**config.mk**
```make
export PLATFORM = sky130hd
export DESIGN_NAME = life_gen_scheduler
export DESIGN_NICKNAME = d
export VERILOG_FILES = /design/src/rtl/life_gen_scheduler.sv
export SDC_FILE = /design/constraint.sdc
export NUM_CORES = 1
export LEC_CHECK = 0
export ABC_AREA = 1
export ABC_CLOCK_PERIOD_IN_PS = 2150
export CORE_MARGIN = 4
export CORE_UTILIZATION = 53
export DETAILED_ROUTE_END_ITERATION = 10
export PLACE_DENSITY = 0.88
export SLEW_MARGIN = 25
export SYNTH_ARGS = -nofsm -noshare
export SYNTH_HDL_FRONTEND = slang
export SYNTH_SLANG_ARGS = --single-unit
```
**constraint.sdc**
```tcl
create_clock -name clk -period 2.15 [get_ports clk]
set_input_delay 0.215 -clock clk [delete_from_list [all_inputs] [get_ports clk]]
set_output_delay 0.215 -clock clk [all_outputs]
set_load 0.02 [all_outputs]
```
**src/rtl/life_gen_scheduler.sv**
```systemverilog
// life_gen_scheduler: frame-locked scheduler for a double-buffered Game of Life update engine.
// Launches clear/compute generations and swaps display/compute banks only on vsync edges.
module life_gen_scheduler #(
    parameter int unsigned VSPP  = 0,
    parameter int unsigned SPD_W = 8,
    parameter int unsigned GEN_W = 16
) (
    input  logic             clk,
    input  logic             rst_n,
    input  logic             vsync,
    input  logic             run,
    input  logic             step,
    input  logic             clear_req,
    input  logic [SPD_W-1:0] speed,
    output logic             eng_start,
    output logic             eng_clear,
    input  logic             eng_done,
    output logic             display_bank,
    output logic             compute_bank,
    output logic             busy,
    output logic [GEN_W-1:0] gen_count,
    output logic             frame_overrun
);
    typedef enum logic [1:0] {IDLE, START, COMPUTE, SWAP_WAIT} state_t;

    state_t           state_q, state_d;
    logic             vs_q, vs_act, frame_tick;
    logic             step_pend_q, step_pend_d, clr_pend_q, clr_pend_d;
    logic             eng_clear_q, eng_clear_d, bank_q, bank_d, overrun_q, overrun_d;
    logic [GEN_W-1:0] gen_q, gen_d;
    logic [SPD_W-1:0] fcnt_q, fcnt_d, fcnt_inc, spd_eff;
    logic             run_due, swap;

    assign vs_act     = (VSPP != 0) ? vsync : ~vsync;
    assign frame_tick = vs_act & ~vs_q;
    assign fcnt_inc   = fcnt_q + SPD_W'(1);
    assign spd_eff    = (speed == '0) ? SPD_W'(1) : speed;

    always_comb begin
        state_d     = state_q;
        step_pend_d = step_pend_q | step;
        clr_pend_d  = clr_pend_q | clear_req;
        eng_clear_d = eng_clear_q;
        overrun_d   = overrun_q;
        fcnt_d      = fcnt_q;
        run_due     = 1'b0;
        swap        = 1'b0;
        case (state_q)
            IDLE: begin
                if (frame_tick && run) begin
                    run_due = fcnt_inc >= spd_eff;
                    fcnt_d  = run_due ? '0 : fcnt_inc;
                end
                // A request arriving in the launch cycle is a fresh request, so it re-latches
                if (clr_pend_q) begin
                    state_d     = START;
                    eng_clear_d = 1'b1;
                    clr_pend_d  = clear_req;
                    overrun_d   = 1'b0;
                    fcnt_d      = '0;
                end else if (step_pend_q) begin
                    state_d     = START;
                    eng_clear_d = 1'b0;
                    step_pend_d = step;
                end else if (run_due) begin
                    state_d     = START;
                    eng_clear_d = 1'b0;
                end
            end
            START: state_d = COMPUTE;
            COMPUTE: begin
                if (eng_done) begin
                    swap    = frame_tick;
                    state_d = frame_tick ? IDLE : SWAP_WAIT;
                end else if (frame_tick) begin
                    overrun_d = 1'b1;
                end
            end
            SWAP_WAIT: begin
                swap    = frame_tick;
                state_d = frame_tick ? IDLE : SWAP_WAIT;
            end
            default: state_d = IDLE;
        endcase
        bank_d = swap ? ~bank_q : bank_q;
        gen_d  = !swap ? gen_q : (eng_clear_q ? '0 : gen_q + GEN_W'(1));
    end

    always_ff @(posedge clk or negedge rst_n) begin
        if (!rst_n) begin
            state_q     <= IDLE;
            vs_q        <= 1'b0;
            step_pend_q <= 1'b0;
            clr_pend_q  <= 1'b0;
            eng_clear_q <= 1'b0;
            bank_q      <= 1'b0;
            overrun_q   <= 1'b0;
            gen_q       <= '0;
            fcnt_q      <= '0;
        end else begin
            state_q     <= state_d;
            vs_q        <= vs_act;
            step_pend_q <= step_pend_d;
            clr_pend_q  <= clr_pend_d;
            eng_clear_q <= eng_clear_d;
            bank_q      <= bank_d;
            overrun_q   <= overrun_d;
            gen_q       <= gen_d;
            fcnt_q      <= fcnt_d;
        end
    end

    assign eng_start     = (state_q == START);
    assign eng_clear     = eng_clear_q;
    assign busy          = (state_q != IDLE);
    assign display_bank  = bank_q;
    assign compute_bank  = ~bank_q;
    assign gen_count     = gen_q;
    assign frame_overrun = overrun_q;
endmodule

```
==> impl_table.tex <==
\begin{tabular}{lr}
\hline
Metric & Value \\
\hline
\multicolumn{2}{l}{\textbf{Final layout}} \\
\quad Final Instance Area & 0.00277 sq mm \\
\quad Top library cells by usage in the layout, fill and taps aside & 66 x sky130\_fd\_sc\_hd\_\_nand2\_1, 47 x sky130\_fd\_sc\_hd\_\_inv\_1, 36 x sky130\_fd\_sc\_hd\_\_clkdlybuf4s50\_1 \\
\quad Final cell count without fillers & 377 \\
\quad Most common cell after layout, fill and taps aside & sky130\_fd\_sc\_hd\_\_nand2\_1 \\
\quad Number of fillers in the final layout & 260 \\
\quad Share of post-route cells with drive strength above 1 & 0.195 \\
\quad Relative area change from synthesis to final layout & 33.8\% \\
\quad Number of antenna repair diodes & 0 \\
\quad Final net count & 353 \\
\multicolumn{2}{l}{\textbf{Setup path}} \\
\quad Worst path most repeated cell & sky130\_fd\_sc\_hd\_\_nand2\_1 \\
\quad CP max-delay cell & sky130\_fd\_sc\_hd\_\_dfrtp\_1 \\
\quad Kind of start point of the critical path & register \\
\quad Gate family responsible for the most delay along the worst path & simple AND/OR/NAND/NOR gates \\
\quad Path length in cells of the critical path & 15 \\
\quad Biggest fanout along the worst timing path & 3 \\
\quad Nature of the critical path endpoint & register \\
\quad Slowest cell delay on critical path & 0.39 ns \\
\quad Category of the most critical setup path & reg -> reg \\
\quad Crit path arrival time & 2.32 ns \\
\quad CP required & 2.37 ns \\
\quad Count of cells along the worst register-to-register path & 15 \\
\quad Worst Path Buf+Inv & 2 \\
\quad Ordered cell list for the critical path & ha\_2, nand3\_2, nor2\_4, nand2\_2, xor2\_2, inv\_2, ha\_4, nand2\_2, nor2\_1, nand2\_1, nand2\_1, nand2\_1, nand3\_1, nand2\_1, inv\_1 \\
\multicolumn{2}{l}{\textbf{Global routing}} \\
\quad First-pass GRT wire length & 8110 microns \\
\quad Overall routing resource usage & 0.201 \\
\quad GRT overflow & 0 \\
\quad Pin count of the biggest net entering global routing & 33 \\
\quad Initial antenna violation count & 0 \\
\quad Vias in the first global route & 1,861 \\
\multicolumn{2}{l}{\textbf{Synthesis}} \\
\quad \#FFs+latches synth & 32 \\
\quad Syn avg cell area & 7.49 sq um \\
\quad Count of synthesis-stage warnings from yosys & 0 \\
\quad Share of the yosys chip area belonging to registers & 0.387 \\
\quad Top FF cell, synth & sky130\_fd\_sc\_hd\_\_dfrtp\_1 \\
\quad Number of enable-type register cells in the synthesized netlist & 0 \\
\quad Synthesized instance count & 276 \\
\quad Post-synthesis instance area & 0.00207 sq mm \\
\quad Fraction of synthesis flops using an asynchronous set or reset pin & 1.00 \\
\quad Count of distinct cell types in the synthesized netlist & 30 \\
\quad Post-synthesis net count & 301 \\
\multicolumn{2}{l}{\textbf{Timing}} \\
\quad Hold violation count in the final report & 0 \\
\quad Minimum clock period & 2.10 ns \\
\quad Number of pins exceeding their max-slew limit in the final report & 0 \\
\quad Period Utilization, post-route & 0.978 \\
\quad Tightest hold margin & 0.331 ns \\
\quad Maximum achievable frequency & 0.476 GHz \\
\quad Fin Clk Skew & 0.00915 ns \\
\quad Final setup margin & 0.0483 ns \\
\quad Transition time at the pin with the least slew margin & 0.409 ns \\
\quad Total of endpoints with negative setup slack in the final report & 0 \\
\quad Setup repair after global routing missed its margin & yes \\
\quad Worst rel slew slack & 0.725 \\
\multicolumn{2}{l}{\textbf{CTS}} \\
\quad CTS tree & yes \\
\quad Insertion delay to the later sink of the worst-skew pair & 0.29 ns \\
\quad Clock sink total & 32 \\
\quad Maximum level of the CTS H-tree & 2 \\
\quad Register clock-pin slew on the reported worst setup and hold paths & 0.07 ns \\
\quad Number of buffers added by the clock tree synthesis step & 5 \\
\quad Root buffer cell & sky130\_fd\_sc\_hd\_\_clkbuf\_8 \\
\quad Number of buffers between clock root and the deepest sink & 2 \\
\quad Hold buffers post-CTS & 0 \\
\multicolumn{2}{l}{\textbf{Outcome}} \\
\quad Result of the run & complete, no violations \\
\multicolumn{2}{l}{\textbf{Floorplan}} \\
\quad Number of placement rows & 22 \\
\quad Die width & 70.5 microns \\
\quad Initial core utilization & 0.556 \\
\quad Height of the chip & 70.5 microns \\
\quad IO Pins & 37 \\
\quad Core area & 0.00372 sq mm \\
\quad Die area & 0.00496 sq mm \\
\multicolumn{2}{l}{\textbf{Place}} \\
\quad Post-detailed-placement half-perimeter wirelength & 3520 microns \\
\quad Instance count after placement with tap cells included & 360 \\
\quad Final estimated routing congestion in global placement & 0.956 \\
\quad Count of buffers from port buffering & 36 \\
\quad Worst slack, placed & -0.0138 ns \\
\quad DP Area & 0.00249 sq mm \\
\multicolumn{2}{l}{\textbf{Detailed routing}} \\
\quad Routed via count divided by cell count & 5.44 \\
\quad Violation count after the first detailed-routing iteration & 180 \\
\quad Antenna viol nets, final & 0 \\
\quad Remaining design rule violation count & 0 \\
\quad Final wirelength & 5380 microns \\
\quad Average detailed-routed wire length per instance & 14.3 microns \\
\quad Via count & 2,052 \\
\quad Count of TritonRoute iterations in the first routing pass & 4 \\
\multicolumn{2}{l}{\textbf{Pwr}} \\
\quad Peak supply drop & 0.000554 V \\
\quad Leakage & 1.27 nW \\
\quad Power per unit of standard cell area & 738 mW/mm\^{}2 \\
\quad Total design power & 2.04 mW \\
\multicolumn{2}{l}{\textbf{Run}} \\
\quad Max\_cap viols & 0 \\
\multicolumn{2}{l}{\textbf{Hold path}} \\
\quad HP Class & in -> async \\
\hline
\end{tabular}
## layout make-up
class,count,area (sq um),share of cell area
multi-input cells,188,1160,0.421
well taps,48,60.1,0.0217
clock buffers,6,82.6,0.0299
repair buffers,47,443,0.160
flip-flops and latches,32,805,0.291
inverters,54,203,0.0733
clock inverters,2,10.0,0.00362
## worst register-to-register path: stages (launching register included)
cell and delay (ns):
sky130_fd_sc_hd__dfrtp_1 0.39, sky130_fd_sc_hd__ha_2 0.21, sky130_fd_sc_hd__nand3_2 0.12, sky130_fd_sc_hd__nor2_4 0.14, sky130_fd_sc_hd__nand2_2 0.09, sky130_fd_sc_hd__xor2_2 0.16, sky130_fd_sc_hd__inv_2 0.06, sky130_fd_sc_hd__ha_4 0.26
sky130_fd_sc_hd__nand2_2 0.04, sky130_fd_sc_hd__nor2_1 0.12, sky130_fd_sc_hd__nand2_1 0.11, sky130_fd_sc_hd__nand2_1 0.09, sky130_fd_sc_hd__nand2_1 0.07, sky130_fd_sc_hd__nand3_1 0.07, sky130_fd_sc_hd__nand2_1 0.06, sky130_fd_sc_hd__inv_1 0.06
## worst paths after layout
path / startpoint / endpoint / slack [ns]
max in group asynchronous: rst_n / fcnt_q[2] / 1.50
min in group clk: vsync / vs_q / 0.45
max: fcnt_q[1] / state_q[0] / 0.05
min reg2reg: display_bank / display_bank / 0.50
min: rst_n / gen_count[0] / 0.33
max reg2reg: fcnt_q[1] / state_q[0] / 0.05
## cells in the mapped netlist, types with 2 or more instances
master | instances | share of area
sky130_fd_sc_hd__nor2_1 | 16 | 0.029
sky130_fd_sc_hd__o21ai_1 | 2 | 0.0048
sky130_fd_sc_hd__nand3_1 | 16 | 0.039
sky130_fd_sc_hd__nor2_2 | 2 | 0.0061
sky130_fd_sc_hd__nor2_4 | 6 | 0.033
sky130_fd_sc_hd__nand2_1 | 69 | 0.13
sky130_fd_sc_hd__nand3_2 | 2 | 0.0097
sky130_fd_sc_hd__dfrtp_1 | 32 | 0.39
sky130_fd_sc_hd__clkinv_1 | 2 | 0.0036
sky130_fd_sc_hd__nor3_2 | 2 | 0.0097
sky130_fd_sc_hd__nand2_2 | 3 | 0.0091
sky130_fd_sc_hd__o21a_1 | 2 | 0.0073
sky130_fd_sc_hd__a21oi_1 | 7 | 0.017
sky130_fd_sc_hd__nor3_1 | 11 | 0.027
sky130_fd_sc_hd__o21ai_0 | 14 | 0.034
sky130_fd_sc_hd__nand4_1 | 11 | 0.033
sky130_fd_sc_hd__inv_1 | 49 | 0.089
sky130_fd_sc_hd__xor2_1 | 4 | 0.017
sky130_fd_sc_hd__o21ai_2 | 2 | 0.0085
sky130_fd_sc_hd__ha_1 | 10 | 0.061
sky130_fd_sc_hd__inv_2 | 3 | 0.0054
sky130_fd_sc_hd__o21bai_1 | 3 | 0.011
## stage by stage
step	utilization	TNS, ns
final	0.744	0
after global routing	0.744	-0.255
after CTS	0.694	-0.00841
after detailed placement	0.669	-0.0138
after global placement	0.669	0
after floorplan	-	0
## where the power goes
group          internal (mW)  leakage, nW  switching [mW]
sequential             0.700        0.415           0.132
clock                  0.255       0.0510           0.228
combinational          0.302        0.805           0.425
total                   1.26         1.27           0.784
## repair_timing
action                                  4_1_cts  5_1_grt
resized for setup                             2       26
gates cloned                                  0        0
endpoints found under the setup margin        2       10
pin swaps                                     0       12
setup buffers                                 0        9
## cell families after synthesis
| logic type | after synthesis | synth area share |
|---|---|---|
| AO/OA/AOI/OAI | 34 | 0.0993 |
| XOR/XNOR | 4 | 0.0169 |
| AND/OR/NAND/NOR | 140 | 0.330 |
| buffers and inverters | 56 | 0.106 |
| flip-flops | 32 | 0.387 |
| adder cells (fa/ha/maj) | 10 | 0.0605 |
## per-layer routing
| layer | wire (microns) | up-vias | global-route usage |
|---|---|---|---|
| li1 | - | 989 | - |
| met3 | 362 | 16 | 0.0446 |
| met4 | 120 | 0 | 0.0574 |
| met1 | 2200 | 962 | 0.269 |
| met2 | 2700 | 85 | 0.326 |
| met5 | 0 | - | 0 |
## registers in the layout, summed over array words and instances (netlist names)
name,flops
vs_q,1
clr_pend_q,1
eng_clear,1
step_pend_q,1
gen_count,16
state_q,2
frame_overrun,1
fcnt_q,8
display_bank,1
Power figures use the tool's default switching activity.
